`src/rtl/pipe_controller.sv`:
```
// rtl/pipe_controller.sv - MIPS-style ID decode, load-use/redirect hazard control and ID/EX, EX/MEM, MEM/WB control registers
module pipe_controller #(
  parameter int ALUOP_W   = 4,
  parameter int REGADDR_W = 5
) (
  input  logic                 Clk,
  input  logic                 Rst_n,
  input  logic [31:0]          Instr,
  input  logic                 InstrValid,
  input  logic                 Redirect,
  output logic                 ID_JumpReg,
  output logic                 ID_Jump,
  output logic                 ID_Branch,
  output logic [ALUOP_W-1:0]   EX_ALUOp,
  output logic                 EX_ALUSrc,
  output logic                 MEM_MemRead,
  output logic                 MEM_MemWrite,
  output logic [1:0]           MEM_LoadType,
  output logic [1:0]           MEM_StoreType,
  output logic                 WB_RegWrite,
  output logic [1:0]           WB_MemToReg,
  output logic [REGADDR_W-1:0] WB_WriteReg,
  output logic                 Stall,
  output logic                 Flush,
  output logic                 IllegalOp
);
  typedef struct packed {
    logic [ALUOP_W-1:0]   alu_op;
    logic                 alu_src;
    logic                 mem_read;
    logic                 mem_write;
    logic [1:0]           load_type;
    logic [1:0]           store_type;
    logic                 reg_write;
    logic [1:0]           mem_to_reg;
    logic [REGADDR_W-1:0] write_reg;
  } ctrl_t;

  logic [5:0]           op, funct;
  logic [REGADDR_W-1:0] rs, rt, rd, dest;
  logic                 jump_reg, jump, branch, illegal, use_rs, use_rt, writes, load_use;
  logic                 unused_shamt;
  ctrl_t                dec, idex;

  logic                 ex_mem_read, ex_mem_write, ex_reg_write;
  logic [1:0]           ex_load_type, ex_store_type, ex_mem_to_reg;
  logic [REGADDR_W-1:0] ex_write_reg;
  logic                 wb_reg_write;
  logic [1:0]           wb_mem_to_reg;
  logic [REGADDR_W-1:0] wb_write_reg;
  logic                 illegal_q;

  assign op           = Instr[31:26];
  assign funct        = Instr[5:0];
  assign rs           = REGADDR_W'(Instr[25:21]);
  assign rt           = REGADDR_W'(Instr[20:16]);
  assign rd           = REGADDR_W'(Instr[15:11]);
  assign unused_shamt = ^Instr[10:6];

  always_comb begin
    dec      = '0;
    dest     = '0;
    writes   = 1'b0;
    jump_reg = 1'b0;
    jump     = 1'b0;
    branch   = 1'b0;
    illegal  = 1'b0;
    use_rs   = 1'b0;
    use_rt   = 1'b0;
    case (op)
      6'h00: begin
        use_rs = 1'b1;
        use_rt = 1'b1;
        if (funct == 6'h08) begin
          jump_reg = 1'b1;
        end else begin
          writes         = 1'b1;
          dest           = rd;
          dec.mem_to_reg = 2'd1;
        end
      end
      6'h1C: begin
        use_rs         = 1'b1;
        use_rt         = 1'b1;
        writes         = 1'b1;
        dest           = rd;
        dec.alu_op     = ALUOP_W'(1);
        dec.mem_to_reg = 2'd1;
      end
      6'h08, 6'h0C, 6'h0D, 6'h0E, 6'h0A: begin
        use_rs         = 1'b1;
        writes         = 1'b1;
        dest           = rt;
        dec.alu_src    = 1'b1;
        dec.mem_to_reg = 2'd1;
        case (op)
          6'h0C:   dec.alu_op = ALUOP_W'(3);
          6'h0D:   dec.alu_op = ALUOP_W'(4);
          6'h0E:   dec.alu_op = ALUOP_W'(5);
          6'h0A:   dec.alu_op = ALUOP_W'(6);
          default: dec.alu_op = ALUOP_W'(2);
        endcase
      end
      6'h23, 6'h21, 6'h20: begin
        use_rs        = 1'b1;
        writes        = 1'b1;
        dest          = rt;
        dec.mem_read  = 1'b1;
        dec.alu_src   = 1'b1;
        dec.alu_op    = ALUOP_W'(2);
        dec.load_type = (op == 6'h23) ? 2'd0 : (op == 6'h21) ? 2'd1 : 2'd2;
      end
      6'h2B, 6'h29, 6'h28: begin
        use_rs         = 1'b1;
        use_rt         = 1'b1;
        dec.mem_write  = 1'b1;
        dec.alu_src    = 1'b1;
        dec.alu_op     = ALUOP_W'(2);
        dec.store_type = (op == 6'h2B) ? 2'd0 : (op == 6'h29) ? 2'd1 : 2'd2;
      end
      6'h04, 6'h05: begin
        use_rs     = 1'b1;
        use_rt     = 1'b1;
        branch     = 1'b1;
        dec.alu_op = (op == 6'h04) ? ALUOP_W'(7) : ALUOP_W'(8);
      end
      6'h06, 6'h07: begin
        use_rs     = 1'b1;
        branch     = 1'b1;
        dec.alu_op = (op == 6'h06) ? ALUOP_W'(9) : ALUOP_W'(10);
      end
      6'h01: begin
        // REGIMM: only BLTZ (rt=0) and BGEZ (rt=1) are implemented
        if (Instr[20:17] == 4'd0) begin
          use_rs     = 1'b1;
          branch     = 1'b1;
          dec.alu_op = Instr[16] ? ALUOP_W'(12) : ALUOP_W'(11);
        end else begin
          illegal = 1'b1;
        end
      end
      6'h02: jump = 1'b1;
      6'h03: begin
        jump           = 1'b1;
        writes         = 1'b1;
        dest           = REGADDR_W'(31);
        dec.mem_to_reg = 2'd2;
      end
      default: illegal = 1'b1;
    endcase
    dec.write_reg = writes ? dest : '0;
    dec.reg_write = writes && (dest != '0);
  end

  assign ID_JumpReg = InstrValid && jump_reg;
  assign ID_Jump    = InstrValid && jump;
  assign ID_Branch  = InstrValid && branch;

  assign load_use = idex.mem_read && (idex.write_reg != '0) && InstrValid &&
                    ((use_rs && idex.write_reg == rs) || (use_rt && idex.write_reg == rt));
  // Redirect wins over a load-use hazard: the dependent instruction is dead anyway
  assign Stall = Rst_n && !Redirect && load_use;
  assign Flush = Rst_n && Redirect;

  always_ff @(posedge Clk) begin
    if (!Rst_n) begin
      idex          <= '0;
      ex_mem_read   <= 1'b0;
      ex_mem_write  <= 1'b0;
      ex_load_type  <= 2'd0;
      ex_store_type <= 2'd0;
      ex_reg_write  <= 1'b0;
      ex_mem_to_reg <= 2'd0;
      ex_write_reg  <= '0;
      wb_reg_write  <= 1'b0;
      wb_mem_to_reg <= 2'd0;
      wb_write_reg  <= '0;
      illegal_q     <= 1'b0;
    end else begin
      idex          <= (Stall || Flush || !InstrValid) ? '0 : dec;
      ex_mem_read   <= idex.mem_read;
      ex_mem_write  <= idex.mem_write;
      ex_load_type  <= idex.load_type;
      ex_store_type <= idex.store_type;
      ex_reg_write  <= idex.reg_write;
      ex_mem_to_reg <= idex.mem_to_reg;
      ex_write_reg  <= idex.write_reg;
      wb_reg_write  <= ex_reg_write;
      wb_mem_to_reg <= ex_mem_to_reg;
      wb_write_reg  <= ex_write_reg;
      illegal_q     <= InstrValid && illegal && !Redirect;
    end
  end

  assign EX_ALUOp      = idex.alu_op;
  assign EX_ALUSrc     = idex.alu_src;
  assign MEM_MemRead   = ex_mem_read;
  assign MEM_MemWrite  = ex_mem_write;
  assign MEM_LoadType  = ex_load_type;
  assign MEM_StoreType = ex_store_type;
  assign WB_RegWrite   = wb_reg_write;
  assign WB_MemToReg   = wb_mem_to_reg;
  assign WB_WriteReg   = wb_write_reg;
  assign IllegalOp     = illegal_q;
endmodule

```
`config.mk`:
```
export PLATFORM = sky130hd
export DESIGN_NAME = pipe_controller
export DESIGN_NICKNAME = d
export VERILOG_FILES = /design/src/rtl/pipe_controller.sv
export SDC_FILE = /design/constraint.sdc
export NUM_CORES = 1
export LEC_CHECK = 0
export ABC_AREA = 1
export CORE_UTILIZATION = 45
export DETAILED_ROUTE_END_ITERATION = 6
export PLACE_DENSITY = 0.77
export SYNTH_ARGS = -nofsm -noshare
export SYNTH_HDL_FRONTEND = slang
export SYNTH_SLANG_ARGS = --single-unit
```
`constraint.sdc`:
```
create_clock -name Clk -period 2.2 [get_ports Clk]
set_clock_uncertainty 0.05 [all_clocks]
set_input_delay 0.44 -clock Clk [delete_from_list [all_inputs] [get_ports Clk]]
set_output_delay 0.44 -clock Clk [all_outputs]
set_load 0.01 [all_outputs]
```
Yosys cells after proc, flatten, opt, wreduce, memory -nomap -nowiden
Cells that the tools add are included.
W data, S select, Z words.

word-level totals
  register bits = 42
  bits of input ports = 36
  logic and storage cells = 114

cells by class
  equality and inequality tests = 22
  bitwise operators = 4
  reduce and logical (&&, ||, !) cells = 42
  multiplexer cells = 26

operators with widths
  cell                  number
  $eq A6 B4 Y1 const B  6
  $eq A6 B6 Y1 const B  6
  $eq A6 B3 Y1 const B  4
  $pmux W4 S6           1
  $pmux W5 S4           1
  $reduce_or A19 Y1     1
  $reduce_or A17 Y1     1
  $logic_and A1 B1 Y1   14
  $eq A6 B2 Y1 const B  2
  $pmux W3 S4           1
  $reduce_or A4 Y1      3
  $reduce_or A6 Y1      2
  $mux W1               11
  $reduce_or A11 Y1     1
  $eq A5 B5 Y1          2
  $reduce_bool A5 Y1    2
  $reduce_or A10 Y1     1
  $reduce_or A3 Y1      3
  $mux W4               2
  $pmux W1 S2           4
  $reduce_or A2 Y1      4
  $reduce_or A8 Y1      1
  $reduce_or A7 Y1      1
  $eq A6 B1 Y1 const B  1
  11 further kinds      19

Depth between registers and ports, before layout
  word-level depth = 10
  gate-level depth with buffers = 14
  mapped depth without buffers = 12

Worst setup path before layout
No wires, ideal clock.

  path type = input -> output
  from = input port Instr[26]
  to = output port Stall
  stages = 10
  buffers on the path = 1
  required time = 1710 ps
  path slack = 346 ps
  arrival time = 1364 ps
  cell sequence = buf_4 > nor2_2 > nand3_1 > nand3_1 > nor2_1 > nand2_1 > nand2_1 > nand2_1 > nand2_2 > inv_1

on the way
  longest elaborated chain between the ends = 7
  elaborated cells on any way between the ends = 27
  those cells by class = eq/ne: 17; mux: 2; reduce/logical: 8

ends and longest elaborated chain
  what                                                             line  text
  from (decl)                                                      8     input logic [31:0] Instr,
  $eq A6 B6 Y1, or another cell as far along                       70    case (op)
  $reduce_or A17 Y1 (no line) or $reduce_or A7 Y1 (tied branches)  -
  $pmux W1 S2 or $mux W1 (tied branches)                           70
  $logic_and A1 B1 Y1                                              160   ((use_rs && idex.write_reg == rs) || (use_rt && idex.write_reg == rt));
  $logic_or A1 B1 Y1 *                                             160
  $logic_and A1 B1 Y1 *                                            159   assign load_use = idex.mem_read && (idex.write_reg != '0) && InstrValid &&
  $logic_and A1 B1 Y1 *                                            162   assign Stall = Rst_n && !Redirect && load_use;
  to (decl)                                                        23    output logic Stall,

Mark *: on every way between the ends. The rest lies on a longest branch, timed or not.

Worst setup path in the final report
  from = input port Instr[16]
  to = output port Stall

on the way
  longest elaborated chain between the ends = 5

ends and longest elaborated chain
  what                 line
  $eq A5 B5 Y1         160
  $logic_and A1 B1 Y1  160
  $logic_or A1 B1 Y1   160
  $logic_and A1 B1 Y1  159
  $logic_and A1 B1 Y1  162

No other way between the ends.

==> out/metrics.cfg <==
[floorplan]
ios = 61
fp-row-count = 23
fp.coreArea_um2 = 4140
die_h_um = 68.8
initial_core_util = 0.485
dieArea_um2 = 4740
die_x_um = 68.8

[pwr]
p_per_area_nw_per_um2 = 511
power.leakage_nw = 1.70
combinationalPowerShare = 0.155
internal-power_w = 0.00123
finalPower_w = 0.00161
power_switching_w = 0.000376
pwr-share-clk = 0.368
pwr-share-seq = 0.477
peakVddDrop_uv = 253
switching_share = 0.234

[synth]
synth_warnings = 0
synthMuxAreaShare = 0
synth_xor_area_frac = 0.0392
synth_nets = 316
syn-cell-area_um2 = 2010
synth_top_area_frac = 0.418
yosys.area_share.adder = 0
synth_top_family_by_area = simple AND/OR/NAND/NOR gates
synth_area_leaders = dfxtp_1, nand2_1, inv_1
synth_area_per_cell_um2 = 7.18
ys_seq_area_frac = 0.418
yosysTopAreaCell = dfxtp_1
syn_inst = 280
post_synth_num_cell_types = 25
synth_compound_area_frac = 0.0274
synth_simple_gate_area_frac = 0.387
ys_ff_latch = 42

[placement]
pre_cts_ws_ns = -0.708
dp.final_hpwl_um = 3950
place_congestion = 0.881
postPlaceCellArea_um2 = 2890
io_buffer_count = 55

[worst_setup_path]
cp_num_buf_inv = 3
end_kind = output port
crit_arrival_ns = 1.66
critPathMostFrequentCell = nand2_1
crit_chain = clkdlybuf4s50_1, xor2_1, nor2_1, nand3_1, nand2_1, nand2_1, nand2_1, nand2_2, inv_2, buf_6
worst_setup_path_start_kind = primary input
required_ns = 1.71
crit_slowest_cell = clkdlybuf4s50_1
critical-path-top-delay-family = buffers and inverters
critPathKind = in -> out
worstPathMaxFanout = 2
cpPeakStageDelay_ns = 0.47

[global_route]
grt_pass1_wl_um = 7930
gr-usage-all-layers = 0.228
antenna_found_initial = 0
grt_pass1_vias = 1866
grt_max_degree = 14
overflow = 0

[clock_network]
cts_made_buffers = 5
clk_pin_slew_worst_paths_ns = 0.07
htreeDepth = 2
cts_tree = built
clockBufferDepth = 2
clock-sinks = 42
clkLatencyLatePin_ns = 0.29
cts_root_buffer = clkbuf_8

[cells_and_area]
area_delta_synth_final_pct = 56.3
seq_area_um2 = 841
drive_gt1_frac = 0.289
layout_common_cells = nand2_1, buf_4, dfxtp_1, inv_1, clkdlybuf4s50_1
fillers = 329
largest_reg_flops = 14
insertedDiodeCount = 0
multiInputGateArea_um2 = 991
final_common_cell = nand2_1
design_area_um2 = 3140
nNetsFinal = 419

[timing]
worst_hold_slack_ns = 0.364
setup-violations-final = 0
fmax_mhz = 465
fin_ws_ns = 0.0491
fin_crit_sh = 0.978
tightest_slew_ns = 0.354
hold_violations = 0
drv_slew = 0
layout_min_cycle_time_ns = 2.15
rsz0062_at_grt = false
relSlewSlack = 0.762

[routing]
wl_per_cell_um = 12.1
drc = 0
drt_iter0_drc = 83
routed_wl_um = 5260
ant_nets = 0
num_vias = 2039
routed_via_density = 4.70
first_pass_iters = 4

[status]
status = finished, final reports clean

[min_path]
hold_class = reg -> reg

[flow_run]
maxCapViolCount = 0

[layout make-up]
type / instances / share of cell area
sequential: 42 / 0.268
multi-input combinational: 182 / 0.315
tap: 50 / 0.0199
inverter: 47 / 0.0577
clock buffer: 6 / 0.0231
clock inverter: 2 / 0.0119
timing repair buffer: 105 / 0.305
[power groups by stage]
stage | Clock (W) | Combinational, W | Sequential (W)
finish | 0.000592 | 0.000249 | 0.000766
global route | 0.000626 | 0.000270 | 0.000766
CTS | 0.000594 | 0.000245 | 0.000766
detailed placement | 0 | 0.000229 | 0.000784
global placement | 0 | 0.000225 | 0.000783
floorplan | 0 | 0.0000976 | 0.000784
[synth_stat cells]
cell type and instances:
nor4_1 3, buf_6 1, buf_4 5, nor3b_1 1, nand3b_1 1, nand2_1 64, nor2_1 33, nand2_2 5
xnor2_1 2, and3_1 1, clkbuf_1 2, nand4_1 6, nor2_4 6, nand3_1 24, nand3_2 2, nor2_2 14
inv_2 3, clkinv_4 1, a21oi_1 10, nor3_1 2, dfxtp_1 42, buf_12 1, o21ai_0 1, xor2_1 7
inv_1 43
[final timing paths]
check	from	end	slack, ns	depth (start not counted)
max	Instr[16]	Stall	0.05	10
max reg2reg	idex[0]	EX_ALUOp[3]	0.48	13
min	idex[12]	MEM_MemWrite	0.36	2
min reg2reg	idex[12]	MEM_MemWrite	0.36	2
[routing by layer]
layer  vias up  track usage  wire, µm
met5         -            0         0
met4         0       0.0867       111
met3        15       0.0411       273
met2        63        0.424      2680
met1       908        0.255      2200
li1       1053            -         -
[worst register-to-register path: cells and delay by family (launching register included)]
kind | cells | cell delay [ns]
buf+inv | 3 | 0.37
flops | 1 | 0.42
simple gates | 10 | 0.77
[kinds of logic after synthesis]
kind of cell	count (synthesis)
AO/OA/AOI/OAI	11
AND/OR/NAND/NOR	162
XOR/XNOR	9
flip-flops	42
buffers and inverters	56
[through the flow]
stage               std cells  utilization  setup TNS (ns)
floorplan                 280            -               0
global placement          420        0.697           -4.76
detailed placement        420        0.697           -6.07
CTS                       432        0.746         -0.0359
global route              434        0.758               0
finish                    434        0.758               0
[repair_timing]
item | in CTS | in global routing
hold buffers | 0 | 0
buffers inserted | 3 | 2
endpoints found under the setup margin | 5 | 8
gates cloned | 1 | 0
gates resized for setup | 31 | 29
pin swaps | 3 | 14
(Power assumes the default switching activity.)
